File: config.mk
export PLATFORM = sky130hd
export DESIGN_NAME = store_req_unit
export DESIGN_NICKNAME = d
export VERILOG_FILES = /design/src/rtl/store_req_unit_pkg.sv /design/src/rtl/store_req_unit_lane_gen.sv /design/src/rtl/store_req_unit.sv
export SDC_FILE = /design/constraint.sdc
export NUM_CORES = 1
export LEC_CHECK = 0
export CAP_MARGIN = 20
export CORE_ASPECT_RATIO = 0.7
export CORE_MARGIN = 1
export CORE_UTILIZATION = 46
export CTS_BUF_LIST = sky130_fd_sc_hd__clkbuf_4 sky130_fd_sc_hd__clkbuf_8
export DETAILED_ROUTE_END_ITERATION = 6
export HOLD_SLACK_MARGIN = 0.12
export PLACE_DENSITY = 0.82
export SKIP_LAST_GASP = 1
export SLEW_MARGIN = 20
export SYNTH_ARGS = -nofsm -noshare
export SYNTH_HDL_FRONTEND = slang
export SYNTH_SLANG_ARGS = --single-unit
File: constraint.sdc
create_clock -name clk -period 4.7 [get_ports clk]
set_input_delay 1.41 -clock clk [delete_from_list [all_inputs] [get_ports clk]]
set_output_delay 1.41 -clock clk [all_outputs]
set_load 0.02 [all_outputs]
File: src/rtl/store_req_unit_pkg.sv
// Shared constants and types for the data-memory issue unit.
package store_req_unit_pkg;

    localparam logic [1:0] MEM_SIZE_B = 2'b00;
    localparam logic [1:0] MEM_SIZE_H = 2'b01;
    localparam logic [1:0] MEM_SIZE_W = 2'b10;

    localparam int DEF_MAX_OUTSTANDING = 2;

    typedef enum logic {
        ST_IDLE = 1'b0,
        ST_REQ  = 1'b1
    } sru_state_t;

endpackage

File: src/rtl/store_req_unit_lane_gen.sv
// Byte-strobe / lane-replicated write-data generation and alignment check.
module store_lane_gen
    import store_req_unit_pkg::*;
(
    input  logic [1:0]  op_size_i,
    input  logic [1:0]  addr_lo_i,
    input  logic [31:0] wdata_i,
    input  logic        is_store_i,
    output logic [3:0]  wstrb_o,
    output logic [31:0] wdata_rep_o,
    output logic        misalign_o
);

    always_comb begin
        wstrb_o     = 4'b0000;
        wdata_rep_o = 32'h0;
        misalign_o  = 1'b0;
        case (op_size_i)
            MEM_SIZE_B: begin
                wstrb_o     = 4'b0001 << addr_lo_i;
                wdata_rep_o = {4{wdata_i[7:0]}};
            end
            MEM_SIZE_H: begin
                wstrb_o     = 4'b0011 << addr_lo_i;
                wdata_rep_o = {2{wdata_i[15:0]}};
                misalign_o  = addr_lo_i[0];
            end
            // 2'b11 falls through here and behaves as a word access
            default: begin
                wstrb_o     = 4'b1111;
                wdata_rep_o = wdata_i;
                misalign_o  = (addr_lo_i != 2'b00);
            end
        endcase
        if (!is_store_i) begin
            wstrb_o     = 4'b0000;
            wdata_rep_o = 32'h0;
        end
    end

endmodule

File: src/rtl/store_req_unit.sv
// Issues one load/store micro-op onto the SRAM-like data bus and tracks
// how many issued requests still await their data_ok response.
module store_req_unit
    import store_req_unit_pkg::*;
#(
    parameter int MAX_OUTSTANDING = DEF_MAX_OUTSTANDING,
    parameter int CNT_W           = 2
) (
    input  logic        clk,
    input  logic        reset,
    input  logic        op_valid,
    output logic        op_ready,
    input  logic        op_is_store,
    input  logic [1:0]  op_size,
    input  logic [31:0] op_addr,
    input  logic [31:0] op_wdata,
    output logic        data_req,
    output logic        data_wr,
    output logic [1:0]  data_size,
    output logic [31:0] data_addr,
    output logic [3:0]  data_wstrb,
    output logic [31:0] data_wdata,
    input  logic        data_addr_ok,
    input  logic        data_data_ok,
    output logic        ade,
    output logic [31:0] ade_addr,
    output logic        busy
);

    localparam logic [CNT_W-1:0] MAX_CNT = CNT_W'(MAX_OUTSTANDING);
    localparam logic [CNT_W-1:0] CNT_ONE = CNT_W'(1);

    sru_state_t        state_q, state_d;
    logic [CNT_W-1:0]  cnt_q, cnt_d;
    logic              ade_q, ade_d;
    logic [31:0]       ade_addr_q, ade_addr_d;
    logic              wr_q;
    logic [1:0]        size_q;
    logic [31:0]       addr_q;
    logic [3:0]        wstrb_q;
    logic [31:0]       wdata_q;

    logic [3:0]        gen_wstrb;
    logic [31:0]       gen_wdata;
    logic              gen_misalign;
    logic              accept, issue, inc, dec;

    store_lane_gen u_lane_gen (
        .op_size_i   (op_size),
        .addr_lo_i   (op_addr[1:0]),
        .wdata_i     (op_wdata),
        .is_store_i  (op_is_store),
        .wstrb_o     (gen_wstrb),
        .wdata_rep_o (gen_wdata),
        .misalign_o  (gen_misalign)
    );

    assign op_ready = (state_q == ST_IDLE) && (cnt_q < MAX_CNT);
    assign accept   = op_valid && op_ready;
    assign issue    = accept && !gen_misalign;

    // A response arriving with nothing outstanding is dropped, not counted.
    assign inc = (state_q == ST_REQ) && data_addr_ok;
    assign dec = data_data_ok && (cnt_q != '0);

    always_comb begin
        state_d    = state_q;
        cnt_d      = cnt_q;
        ade_d      = accept && gen_misalign;
        ade_addr_d = ade_addr_q;
        if (accept && gen_misalign)
            ade_addr_d = op_addr;
        case (state_q)
            ST_IDLE: if (issue)        state_d = ST_REQ;
            ST_REQ:  if (data_addr_ok) state_d = ST_IDLE;
            default:                   state_d = ST_IDLE;
        endcase
        if (inc && !dec)
            cnt_d = cnt_q + CNT_ONE;
        else if (!inc && dec)
            cnt_d = cnt_q - CNT_ONE;
    end

    always_ff @(posedge clk or posedge reset) begin
        if (reset) begin
            state_q    <= ST_IDLE;
            cnt_q      <= '0;
            ade_q      <= 1'b0;
            ade_addr_q <= 32'h0;
        end else begin
            state_q    <= state_d;
            cnt_q      <= cnt_d;
            ade_q      <= ade_d;
            ade_addr_q <= ade_addr_d;
        end
    end

    // Bus fields are captured only on issue, so they stay frozen through REQ.
    always_ff @(posedge clk or posedge reset) begin
        if (reset) begin
            wr_q    <= 1'b0;
            size_q  <= 2'b00;
            addr_q  <= 32'h0;
            wstrb_q <= 4'b0000;
            wdata_q <= 32'h0;
        end else if (issue) begin
            wr_q    <= op_is_store;
            size_q  <= op_size;
            addr_q  <= op_addr;
            wstrb_q <= gen_wstrb;
            wdata_q <= gen_wdata;
        end
    end

    assign data_req   = (state_q == ST_REQ);
    assign data_wr    = wr_q;
    assign data_size  = size_q;
    assign data_addr  = addr_q;
    assign data_wstrb = wstrb_q;
    assign data_wdata = wdata_q;
    assign ade        = ade_q;
    assign ade_addr   = ade_addr_q;
    assign busy       = (state_q == ST_REQ) || (cnt_q != '0);

endmodule

After elaboration in Yosys (flattened, before gate mapping)
Index checks and enable logic that the tools add are counted.
Storage, ports and cells
  output and inout port bits: 107
  register bits after elaboration: 107
  input port bits: 72
  word-level logic and storage cells: 42
Cells by class
  reduce and logical (&&, ||, !) cells: 16
  equal/unequal tests: 1
  bitwise gates (word level): 1
  add/subtract/negate cells: 2
  muxes and demuxes: 10
  $lt $le $gt $ge: 1
  shifts and indexed selects: 2
Operators with widths (count)
  $pmux W32 S2: 1
  $mux W32: 1
  $logic_and A1 B1 Y1: 8
  $pmux W4 S2: 1
  $reduce_bool A2 Y1: 3
  $mux W2: 2
  $mux W4: 1
  $pmux W1 S2: 2
  $shl A1 B2 Y4 const A: 1
  $shl A2 B2 Y4 const A: 1
  $logic_not A1 Y1: 3
  $add A2 B1 Y2 const B: 1
  $eq A2 B1 Y1 const B: 1
  $logic_not A2 Y1: 1
  $lt A2 B2 Y1 const B: 1
  $mux W1: 2
  $sub A2 B1 Y2 const B: 1
  $logic_or A1 B1 Y1: 1
  $not A1 Y1: 1

Logic depth before layout (Yosys ltp)
  depth in word-level cells: 6
  depth in mapped cells: 6
  depth with buffers taken out: 5

Hierarchy
A second synthesis with hierarchy kept.
Unflattened totals
  cells, all modules: 331
  area total of the unflattened synthesis: 4909.7 um^2
Modules (own cells, without submodules)
  store_req_unit: cells an instance 236, area each 4272.8 um^2, seq. area each 2677.6 um^2, times used 1
  store_lane_gen: cells an instance 95, area each 636.9 um^2, seq. area each 0.0 um^2, times used 1

Worst setup path before layout
No wires, ideal clock.
  kind: input-to-reg
  start: input port op_valid
  end: register ade_addr_q[18], in the netlist ade_addr[18]
  data arrival time: 2.621 ns
  data required time: 4.575 ns
  slack: 1.954 ns
  path buffers: 1
  stages: 4
  path through: or3b_4 -> nor3_4 -> buf_6 -> mux2_2
On the way
  word-level cells in the longest chain between the ends: 2
RTL lines
  start: declaration: RTL line store_req_unit.sv:11  | input logic op_valid,
  $logic_and A1 B1 Y1: RTL line store_req_unit.sv:59  | assign accept = op_valid && op_ready;
  $logic_and A1 B1 Y1: RTL line store_req_unit.sv:71  | if (accept && gen_misalign)
  end signal: assignment: RTL line store_req_unit.sv:94  | ade_addr_q <= ade_addr_d;
  end: declaration: RTL line store_req_unit.sv:36  | logic [31:0] ade_addr_q, ade_addr_d;
No other way between the ends.
A chain may end at the register's enable or synchronous reset.

Worst setup path in the final report
  start: register cnt_q[0]
  end: output port busy
On the way
  word-level cells in the longest chain between the ends: 2
RTL lines
  start: declaration: RTL line store_req_unit.sv:34  | logic [CNT_W-1:0] cnt_q, cnt_d;
  start signal: assignment: RTL line store_req_unit.sv:92  | cnt_q <= cnt_d;
  $reduce_bool A2 Y1: RTL line store_req_unit.sv:123  | assign busy = (state_q == ST_REQ) || (cnt_q != '0);
  $logic_or A1 B1 Y1: RTL line store_req_unit.sv:123
  end: declaration: RTL line store_req_unit.sv:27  | output logic busy
No other way between the ends.

==> results.ini <==
[run]
cap_violations=0

[pwr]
p_leak_uw=0.00322
switching_share_pct=34.9
power.density_nw_per_um2=665
clkPwrFrac_pct=13.3
vdd_drop_max_mv=0.374
power.internal_uw=3030
p_switching_uw=1630
p_seq_share_pct=35.1
combPwrFrac_pct=51.6

[yosys]
syn_area_per_cell_um2=14.6
synth.net_count=412
synthCells=339
synth_enable_flop_cells=0
ys_ff_latch=107
syn_area_um2=4960
ys.warnings.count=0
synthFlopType=dfrtp_1
ys_seq_area_share_pct=53.9
synth.distinct_cells=33
async_flop_share_pct=100

[final_layout]
fin_util_pct=67.2
final_common_cell=clkdlybuf4s50_1
finalNetCount=588
final_cell_mix=clkdlybuf4s50_1 (178), dfrtp_1 (107), mux2_4 (60)
syn_to_final_growth_pct=41.2
num_antenna_cells=0
drive_gt1_share_pct=24.9

[placed_design]
io_buffers=178
post-place-ws_ps=1210
dp_hpwl_um=8530
place.gp.congestion=0.837

[critical_path]
critical_path_class=register to output port
cp.arrival_ps=1710
cp-end-kind=output port
worstPathMaxFanout=4
crit_required_ps=3290
cp-start-kind=register

[sta]
fin_ws_ps=1580
fin_skew_ps=4.66
slew_headroom_pct=62.6
max_freq_mhz=320
period_share_pct=66.4
hold_viol=0
setup_tns_ps=0
final-setup-viol-count=0
holdWs_ps=490
timing.final.max_slew_violations=0
rsz0062_at_grt=no
min_period_ps=3120
worst_slew_pin_slew_ps=562

[cts]
clkSinkCount=107
cts_made_buffers=9
insertion_delay_ps=360
cts_setup_buffers=0
clk_pin_slew_ps=90
cts_resized=0
holdBufCountCts=0
clock_path_buffers=2
clock_tree.htree_level_count=3
root_buffer=clkbuf_8
cts_tree=yes

[routing]
drt_pass1_iterations=4
drc_errors=0
via_per_inst=5.08
vias=3309
drtIter0Drc=106
routed_wl_um=11800
ant_nets=0
routedWlPerCell_um=18.1

[global_routing]
grt_pass1_vias=3493
antenna_found_initial=0
grt.overflow.total=0
grt_max_degree=81
grt_use_total_pct=21.8
grt_pass1_wl_um=18800

[outcome]
run_status=finished, final reports clean

[floorplan]
die_h_um=88.9
initial_core_util_pct=47.6
core.rowCount=31
coreArea_um2=10400
die_width_um=126
dieArea_um2=11200
ioPinCount=179

[hold_path]
hp-class=register to register

[state kept, by name (all words and copies together), names as in the netlist]
register / count
ade: 1
data_wr: 1
ade_addr: 32
data_wstrb: 4
data_size: 2
data_addr: 32
data_wdata: 32
data_req: 1
cnt_q: 2
[path summary, 6_finish.rpt]
kind	startpoint	to	slack, ps	cells past startpoint
min reg2reg	data_wstrb[0]	data_wstrb[0]	490	1
max reg2reg	cnt_q[1]	ade_addr[28]	2690	4
max	cnt_q[0]	busy	1580	2
max in group asynchronous	reset	data_addr[5]	2690	3
min	data_wstrb[0]	data_wstrb[0]	490	1
min in group asynchronous	reset	ade_addr[31]	1410	2
[per-layer routing]
metal / vias to the layer above / global-route usage, % / wire length (um)
met5: - / 0 / 0
li1: 1526 / - / -
met2: 101 / 34.4 / 5500
met1: 1666 / 30.1 / 5430
met3: 16 / 5.45 / 645
met4: 0 / 6.90 / 187
[worst max-delay path, cell delays in order (launching register included)]
cell and delay [ps]:
dfrtp_1 430, or3_1 380, clkdlybuf4s50_1 550
[power by group through the flow]
| stage | Sequential, uW | Combinational (uW) | Clock (uW) |
|---|---|---|---|
| after floorplan | 2150 | 795 | 0 |
| after global placement | 1620 | 2380 | 0 |
| after detailed placement | 1640 | 2420 | 0 |
| after CTS | 1640 | 2430 | 644 |
| final | 1630 | 2410 | 622 |
| after global routing | 1690 | 2530 | 681 |
[kinds of logic (layout without fill, tap and decap cells)]
family                   Yosys count  after routing  share of synthesized area, %
flip-flops                       107            107                          53.9
adder cells (fa/ha/maj)            1              1                         0.252
AO/OA/AOI/OAI                     34             34                          4.23
multiplexers                     118            118                          30.7
AND/OR/NAND/NOR                   42             42                          5.07
buffers and inverters             34            214                          5.29
XOR/XNOR                           3              3                         0.529
[synthesized netlist by cell type (all sizes together) (2+ instances only)]
cell	count	share of area (%)
dfrtp	107	54
mux2	94	26
mux2i	24	4.8
buf	13	3.7
inv	12	0.91
a21oi	11	1.1
nor2	11	0.83
o21ai	11	1.1
clkbuf	9	0.68
or3b	9	1.6
a211oi	8	1.2
nand2	8	0.60
nor2b	8	1.0
o21bai	2	0.53
xor2	2	0.35
[stage by stage]
step                      instance area [um2]  power, uW  std cells
final                                    7010       4660        651
after global routing                     7010       4900        651
after CTS                                6980       4710        650
after detailed placement                 6760       4060        635
after global placement                   6760       3990        635
after floorplan                          4960       2940        339
[cell type report]
cell class / instances / area (um2)
clock buffers: 11 / 151
clock inverters: 4 / 73.8
fillers: 765 / 3420
inverters: 12 / 47.5
multi-input cells: 198 / 2020
flip-flops and latches: 107 / 2680
well taps: 132 / 165
repair buffers: 187 / 1870
No activity file was read; power rests on OpenSTA's default activity.
